File: src/rtl/alu_cmd_ctrl_if.sv
// alu_cmd_ctrl_if -- signal bundle between the UART-to-ALU command controller and its
// surroundings (UART rx/tx byte streams, ALU command/result, status flags).
//
// Parameter:
//   DATA_WIDTH  width of UART bytes and ALU operands; the ALU result is 2*DATA_WIDTH.
//
// Signals:
//   rx_tdata/rx_tvalid/rx_tready  byte stream from the UART receiver
//   tx_tdata/tx_tvalid/tx_tready  byte stream to the UART transmitter
//   alu_op/alu_a/alu_b            latched command towards the ALU
//   alu_start                     one-cycle ALU start pulse
//   alu_done/alu_result           ALU completion pulse and result
//   busy                          controller is not idle
//   timeout                       one-cycle pulse when a partial frame is dropped
//
// Modports:
//   master  the controller side
//   slave   the environment side (UART, ALU, observer)
interface alu_cmd_ctrl_if #(
  parameter int unsigned DATA_WIDTH = 8
);
  logic [DATA_WIDTH-1:0]   rx_tdata;
  logic                    rx_tvalid;
  logic                    rx_tready;
  logic [DATA_WIDTH-1:0]   tx_tdata;
  logic                    tx_tvalid;
  logic                    tx_tready;
  logic [DATA_WIDTH-1:0]   alu_op;
  logic [DATA_WIDTH-1:0]   alu_a;
  logic [DATA_WIDTH-1:0]   alu_b;
  logic                    alu_start;
  logic                    alu_done;
  logic [2*DATA_WIDTH-1:0] alu_result;
  logic                    busy;
  logic                    timeout;

  modport master (
    input  rx_tdata, rx_tvalid, tx_tready, alu_done, alu_result,
    output rx_tready, tx_tdata, tx_tvalid, alu_op, alu_a, alu_b, alu_start, busy, timeout
  );

  modport slave (
    output rx_tdata, rx_tvalid, tx_tready, alu_done, alu_result,
    input  rx_tready, tx_tdata, tx_tvalid, alu_op, alu_a, alu_b, alu_start, busy, timeout
  );
endinterface

File: src/rtl/alu_cmd_ctrl.sv
// alu_cmd_ctrl -- receives 3-byte command frames (opcode, A, B) from a UART byte stream,
// launches the ALU for valid opcodes, and returns 3-byte response frames
// (status, result high byte, result low byte). Invalid opcodes still consume A and B and
// answer with status 0x01 and a zero result. A partial frame that stalls for
// TIMEOUT_CYCLES cycles is dropped without a response.
//
// Parameters:
//   DATA_WIDTH      byte / operand width
//   NUM_OPS         opcodes 0..NUM_OPS-1 are valid
//   TIMEOUT_CYCLES  maximum idle gap between bytes of one command frame
//
// Ports:
//   clk_i   system clock
//   rst_ni  asynchronous active-low reset
//   bus     controller side of alu_cmd_ctrl_if (rx/tx streams, ALU command, status)
module alu_cmd_ctrl #(
  parameter int unsigned DATA_WIDTH     = 8,
  parameter int unsigned NUM_OPS        = 8,
  parameter int unsigned TIMEOUT_CYCLES = 100000
) (
  input  logic          clk_i,
  input  logic          rst_ni,
  alu_cmd_ctrl_if.master bus
);

  localparam int unsigned GapW = (TIMEOUT_CYCLES > 1) ? $clog2(TIMEOUT_CYCLES) : 1;
  localparam logic [GapW-1:0] GapMax = GapW'(TIMEOUT_CYCLES - 1);

  typedef enum logic [2:0] {
    StIdle,
    StGetA,
    StGetB,
    StExec,
    StWaitAlu,
    StSendStat,
    StSendHi,
    StSendLo
  } state_e;

  state_e                  state_q, state_d;
  logic [DATA_WIDTH-1:0]   op_q, op_d;
  logic [DATA_WIDTH-1:0]   a_q, a_d;
  logic [DATA_WIDTH-1:0]   b_q, b_d;
  logic [DATA_WIDTH-1:0]   status_q, status_d;
  logic [2*DATA_WIDTH-1:0] result_q, result_d;
  logic [GapW-1:0]         gap_q, gap_d;

  logic rx_ready;
  logic rx_acc;
  logic tx_valid;
  logic tx_acc;
  logic op_valid;
  logic receiving;
  logic timeout_hit;

  assign rx_ready  = (state_q == StIdle) || (state_q == StGetA) || (state_q == StGetB);
  assign rx_acc    = rx_ready && bus.rx_tvalid;
  assign tx_valid  = (state_q == StSendStat) || (state_q == StSendHi) || (state_q == StSendLo);
  assign tx_acc    = tx_valid && bus.tx_tready;
  assign op_valid  = (32'(op_q) < NUM_OPS);
  // The gap only runs while a frame is partially received; IDLE waits forever.
  assign receiving = (state_q == StGetA) || (state_q == StGetB);
  // A byte arriving on the last allowed cycle beats the timeout.
  assign timeout_hit = receiving && !rx_acc && (gap_q == GapMax);

  always_ff @(posedge clk_i or negedge rst_ni) begin
    if (!rst_ni) begin
      state_q  <= StIdle;
      op_q     <= '0;
      a_q      <= '0;
      b_q      <= '0;
      status_q <= '0;
      result_q <= '0;
      gap_q    <= '0;
    end else begin
      state_q  <= state_d;
      op_q     <= op_d;
      a_q      <= a_d;
      b_q      <= b_d;
      status_q <= status_d;
      result_q <= result_d;
      gap_q    <= gap_d;
    end
  end

  always_comb begin
    state_d  = state_q;
    op_d     = op_q;
    a_d      = a_q;
    b_d      = b_q;
    status_d = status_q;
    result_d = result_q;
    gap_d    = '0;

    unique case (state_q)
      StIdle: begin
        if (rx_acc) begin
          op_d    = bus.rx_tdata;
          state_d = StGetA;
        end
      end
      StGetA: begin
        if (rx_acc) begin
          a_d     = bus.rx_tdata;
          state_d = StGetB;
        end else if (timeout_hit) begin
          state_d = StIdle;
        end else begin
          gap_d = gap_q + 1'b1;
        end
      end
      StGetB: begin
        if (rx_acc) begin
          b_d = bus.rx_tdata;
          if (op_valid) begin
            state_d = StExec;
          end else begin
            // Keep framing: answer an unknown opcode without touching the ALU.
            status_d = DATA_WIDTH'(1);
            result_d = '0;
            state_d  = StSendStat;
          end
        end else if (timeout_hit) begin
          state_d = StIdle;
        end else begin
          gap_d = gap_q + 1'b1;
        end
      end
      StExec: begin
        state_d = StWaitAlu;
      end
      StWaitAlu: begin
        if (bus.alu_done) begin
          result_d = bus.alu_result;
          status_d = '0;
          state_d  = StSendStat;
        end
      end
      StSendStat: begin
        if (tx_acc) state_d = StSendHi;
      end
      StSendHi: begin
        if (tx_acc) state_d = StSendLo;
      end
      StSendLo: begin
        if (tx_acc) state_d = StIdle;
      end
      default: begin
        state_d = StIdle;
      end
    endcase
  end

  always_comb begin
    bus.tx_tdata = '0;
    unique case (state_q)
      StSendStat: bus.tx_tdata = status_q;
      StSendHi:   bus.tx_tdata = result_q[2*DATA_WIDTH-1:DATA_WIDTH];
      StSendLo:   bus.tx_tdata = result_q[DATA_WIDTH-1:0];
      default:    bus.tx_tdata = '0;
    endcase
  end

  assign bus.rx_tready = rx_ready;
  assign bus.tx_tvalid = tx_valid;
  assign bus.alu_op    = op_q;
  assign bus.alu_a     = a_q;
  assign bus.alu_b     = b_q;
  assign bus.alu_start = (state_q == StExec);
  assign bus.busy      = (state_q != StIdle);
  assign bus.timeout   = timeout_hit;

endmodule

File: src/flat_wrapper.sv
// flat-port wrapper written by rule: the top's interface ports become plain ports
module alu_cmd_ctrl_flat 
#(
  parameter int unsigned DATA_WIDTH     = 8,
  parameter int unsigned NUM_OPS        = 8,
  parameter int unsigned TIMEOUT_CYCLES = 100000
)
  (clk_i, rst_ni, bus_rx_tdata, bus_rx_tvalid, bus_tx_tready, bus_alu_done, bus_alu_result, bus_rx_tready, bus_tx_tdata, bus_tx_tvalid, bus_alu_op, bus_alu_a, bus_alu_b, bus_alu_start, bus_busy, bus_timeout);
  alu_cmd_ctrl_if #(.DATA_WIDTH(DATA_WIDTH)) bus_i ();
  input  logic clk_i;
  input  logic rst_ni;
  input wire logic [$bits(bus_i.rx_tdata)-1:0] bus_rx_tdata;
  input wire logic [$bits(bus_i.rx_tvalid)-1:0] bus_rx_tvalid;
  input wire logic [$bits(bus_i.tx_tready)-1:0] bus_tx_tready;
  input wire logic [$bits(bus_i.alu_done)-1:0] bus_alu_done;
  input wire logic [$bits(bus_i.alu_result)-1:0] bus_alu_result;
  output wire logic [$bits(bus_i.rx_tready)-1:0] bus_rx_tready;
  output wire logic [$bits(bus_i.tx_tdata)-1:0] bus_tx_tdata;
  output wire logic [$bits(bus_i.tx_tvalid)-1:0] bus_tx_tvalid;
  output wire logic [$bits(bus_i.alu_op)-1:0] bus_alu_op;
  output wire logic [$bits(bus_i.alu_a)-1:0] bus_alu_a;
  output wire logic [$bits(bus_i.alu_b)-1:0] bus_alu_b;
  output wire logic [$bits(bus_i.alu_start)-1:0] bus_alu_start;
  output wire logic [$bits(bus_i.busy)-1:0] bus_busy;
  output wire logic [$bits(bus_i.timeout)-1:0] bus_timeout;
  assign bus_i.rx_tdata = bus_rx_tdata;
  assign bus_i.rx_tvalid = bus_rx_tvalid;
  assign bus_i.tx_tready = bus_tx_tready;
  assign bus_i.alu_done = bus_alu_done;
  assign bus_i.alu_result = bus_alu_result;
  assign bus_rx_tready = bus_i.rx_tready;
  assign bus_tx_tdata = bus_i.tx_tdata;
  assign bus_tx_tvalid = bus_i.tx_tvalid;
  assign bus_alu_op = bus_i.alu_op;
  assign bus_alu_a = bus_i.alu_a;
  assign bus_alu_b = bus_i.alu_b;
  assign bus_alu_start = bus_i.alu_start;
  assign bus_busy = bus_i.busy;
  assign bus_timeout = bus_i.timeout;
  alu_cmd_ctrl #(.DATA_WIDTH(DATA_WIDTH), .NUM_OPS(NUM_OPS), .TIMEOUT_CYCLES(TIMEOUT_CYCLES)) u_core (.clk_i(clk_i), .rst_ni(rst_ni), .bus(bus_i));
endmodule
File: config.mk
export PLATFORM = sky130hd
export DESIGN_NAME = alu_cmd_ctrl_flat
export DESIGN_NICKNAME = d
export VERILOG_FILES = /design/src/rtl/alu_cmd_ctrl_if.sv /design/src/rtl/alu_cmd_ctrl.sv /design/src/flat_wrapper.sv
export SDC_FILE = /design/constraint.sdc
export NUM_CORES = 1
export LEC_CHECK = 0
export ABC_CLOCK_PERIOD_IN_PS = 2330
export BUFFER_PORTS_ARGS = -buffer_cell sky130_fd_sc_hd__buf_2
export CORE_MARGIN = 4
export CORE_UTILIZATION = 36
export DETAILED_ROUTE_END_ITERATION = 10
export GPL_ROUTABILITY_DRIVEN = 0
export GPL_TIMING_DRIVEN = 0
export HOLD_SLACK_MARGIN = 0.02
export PLACE_DENSITY = 0.56
export SYNTH_ARGS = -nofsm -noshare
export SYNTH_HDL_FRONTEND = slang
export SYNTH_SLANG_ARGS = --single-unit
export TNS_END_PERCENT = 100
File: constraint.sdc
create_clock -name clk_i -period 2.33 [get_ports clk_i]
set_clock_uncertainty 0.2 [all_clocks]
set_input_delay 0.5825 -clock clk_i [delete_from_list [all_inputs] [get_ports clk_i]]
set_output_delay 0.5825 -clock clk_i [all_outputs]
set_load 0.02 [all_outputs]
==> results.json <==
{
  "status": "finished, violations left",
  "violations": "setup timing",
  "layout.nets": 386,
  "cp-end-kind": "output pin",
  "maxCapViolations": 0,
  "routed_wl_um": 6554,
  "arrival_ns": 1.56,
  "synth_edf_count": 0,
  "num_rows": 32,
  "r2r_end": "u_core.result_q[0]",
  "clock-root-buffer": "clkbuf_8",
  "drc_errors": 0,
  "syn_nets": 299,
  "fin_area_um2": 3807,
  "ir_drop_mv": 0.6460,
  "finalNonFillerCells": 463,
  "cts_hold_buf": 0,
  "relSlewSlack": 0.4808,
  "clockBufferDepth": 2,
  "finalSetupViolCount": 1,
  "postPlaceCellArea_um2": 3412,
  "start_util": 0.3768,
  "cts_max_level": 3,
  "viasPerCell": 4.855,
  "setup_ws_ns": -0.01590,
  "crit_family": "simple AND/OR/NAND/NOR gates",
  "synth-main-ff-cell": "dfrtp_1",
  "fp.dieArea_um2": 9727,
  "path_clk_slew_ns": 0.07,
  "finalPower_w": 0.004690,
  "vias": 2248,
  "avgSynthCellArea_um2": 10.99,
  "antennaDiodeCount": 0,
  "numPortBuffers": 65,
  "die_w_um": 98.63,
  "cts_tree": "built",
  "ys_ff_latch": 61,
  "fmax_mhz": 426.3,
  "clkLatencyLatePin_ns": 0.33,
  "pwr_density_cell_nw_per_um2": 1232,
  "hpwl_um": 4538,
  "p_leak_nw": 1.683,
  "tightest_slew_ns": 0.7788,
  "first_global_vias": 2303,
  "r2r_start": "u_core.state_q[0]",
  "syn_to_final_growth_pct": 28.78,
  "design.core.area_um2": 7848,
  "cp_max_fo": 4,
  "dr.pass1.iters": 4,
  "io-pin-count": 66,
  "ant_nets": 0,
  "drt_iter0_drc": 61,
  "crit_path_start_kind": "flop",
  "cts.sinks": 61,
  "slew_viol_final": 0,
  "wire_per_inst_um": 14.16,
  "hold_class": "in2async",
  "slowest_stage": "dfrtp_1",
  "grt_overflow": 0,
  "path_buf_inv": 1,
  "synth-async-reset-ratio": 1.000,
  "crit_type": "reg2out",
  "fin_crit_ns": 2.346,
  "nFillCells": 771,
  "finalCritPeriodShare": 1.007,
  "ys_types": 43,
  "path_cells": "ha_4, and4_4, nand4_1, nor3b_2, buf_4",
  "grt_max_degree": 62,
  "crit_required_ns": 1.55,
  "r2r_slack_ns": 0.20,
  "antenna_found_initial": 0,
  "synthCells": 269,
  "layout-drive-gt1-share": 0.3934,
  "grt_pass1_wl_um": 11010,
  "reg2reg_depth": 7,
  "seq_area_frac_synth": 0.5163,
  "dp.cells": 436,
  "grt_use_total": 0.1399,
  "yosysWarnings": 0,
  "cpPeakStageDelay_ns": 0.42,
  "rsz0062_at_grt": "true",
  "syn-cell-area_um2": 2957,
  "final.setup.tns_ns": -0.01590,
  "cts_buffers": 9,
  "finalHoldViolCount": 0,
  "die_h_um": 98.63
}
## worst max path at each step
stage,from,to,slack [ns],depth (start not counted)
after floorplan,u_core.gap_q[0],bus_timeout,0.09,4
after global placement,bus_rx_tvalid,bus_timeout,0.01,5
after detailed placement,bus_rx_tvalid,bus_timeout,0.04,5
after CTS,u_core.gap_q[0],bus_timeout,-0.05,5
after global routing,u_core.gap_q[0],bus_timeout,-0.12,5
final,u_core.gap_q[0],bus_timeout,-0.02,5
## synth_stat cells (2+ instances only)
master,number,share of area
mux2i_1,25,0.085
or2_2,2,0.0042
nand3_1,7,0.012
a21oi_1,3,0.0051
buf_2,4,0.0068
nor3_1,5,0.0085
o221ai_1,2,0.0059
nor2b_1,3,0.0063
o21ai_0,3,0.0051
xnor2_1,10,0.030
clkbuf_1,3,0.0038
nor4b_1,2,0.0059
nor4_1,4,0.0085
nand2_1,24,0.030
nand2b_1,3,0.0063
dfrtp_1,61,0.52
nor2_1,29,0.037
mux2_2,25,0.095
nand4_1,8,0.017
xor2_1,5,0.015
inv_1,19,0.024
## report_power, final
part	leakage [nW]	switching [W]	internal, W
Sequential	0.790	0.000205	0.00141
Clock	0.102	0.000439	0.000605
Combinational	0.792	0.00113	0.000893
Total	1.68	0.00178	0.00291
## logic make-up (layout without fill, tap and decap cells)
family                   Yosys count  count (layout)  synth area share
AND/OR/NAND/NOR                   99              99            0.1752
flip-flops                        61              61            0.5163
multiplexers                      51              51            0.1837
buffers and inverters             28             120           0.04105
XOR/XNOR                          15              15           0.04443
AO/OA/AOI/OAI                     14              14           0.03513
adder cells (fa/ha/maj)            1               1          0.004231
## state kept, by name (all words and copies together), names as in the netlist
register,cells
u_core.gap_q,17
u_core.state_q,3
u_core.status_q,1
u_core.bus.alu_op,8
u_core.bus.alu_a,8
u_core.bus.alu_b,8
u_core.result_q,16
## final cells by class
type / count / area [um^2] / area share
clock inverter: 7 / 100.1 / 0.02629
inverter: 19 / 71.32 / 0.01873
sequential: 61 / 1528 / 0.4013
timing repair buffer: 76 / 425.4 / 0.1117
clock buffer: 9 / 123.9 / 0.03253
buffer: 9 / 76.32 / 0.02005
multi-input combinational: 180 / 1355 / 0.3559
tap: 102 / 127.6 / 0.03352
## what timing repair did
| action | CTS | global route |
|---|---|---|
| endpoints found under the setup margin | 12 | 10 |
| pin swaps | 4 | 1 |
| resized for setup | 20 | 4 |
| buffers inserted | 9 | 2 |
## cell usage in the layout (no fill, tap or decap), types with 5 or more instances in the layout
master    netlist  routed
xnor2_1        10      10
nand3_1         7       7
mux2i_1        25      25
inv_1          19      19
nand2_1        24      23
buf_6           1       5
clkbuf_8        0       9
mux2_2         25      25
buf_2           4      62
dfrtp_1        61      60
nor2_1         29      29
buf_4           1      14
nand4_1         8       8
nor3_1          5       5
## per-stage QoR
step / setup WS, ns / util / hold WS [ns]
global placement: 0.01253 / 0.4345 / 0.2699
floorplan: 0.09468 / - / 0.08691
detailed placement: 0.03910 / 0.4348 / 0.2813
global route: -0.1168 / 0.4852 / 0.1741
finish: -0.01590 / 0.4852 / 0.1244
CTS: -0.04751 / 0.4813 / 0.1432
## worst register-to-register path: stages, from the launching register on
cell and delay [ns]:
dfrtp_1 0.40, buf_6 0.14, buf_4 0.16, nor3b_4 0.41, nand2_2 0.14, o21ai_4 0.16, buf_6 0.23, mux2i_1 0.21
## metal layers
metal | global-route usage | up-vias | share of wire
met5 | 0 | - | 0
met4 | 0.03466 | 0 | 0.0064
met3 | 0.05803 | 5 | 0.066
met2 | 0.2194 | 50 | 0.47
met1 | 0.1803 | 1092 | 0.46
li1 | - | 1101 | -
Note: power is estimated with default switching activity, not from simulation.
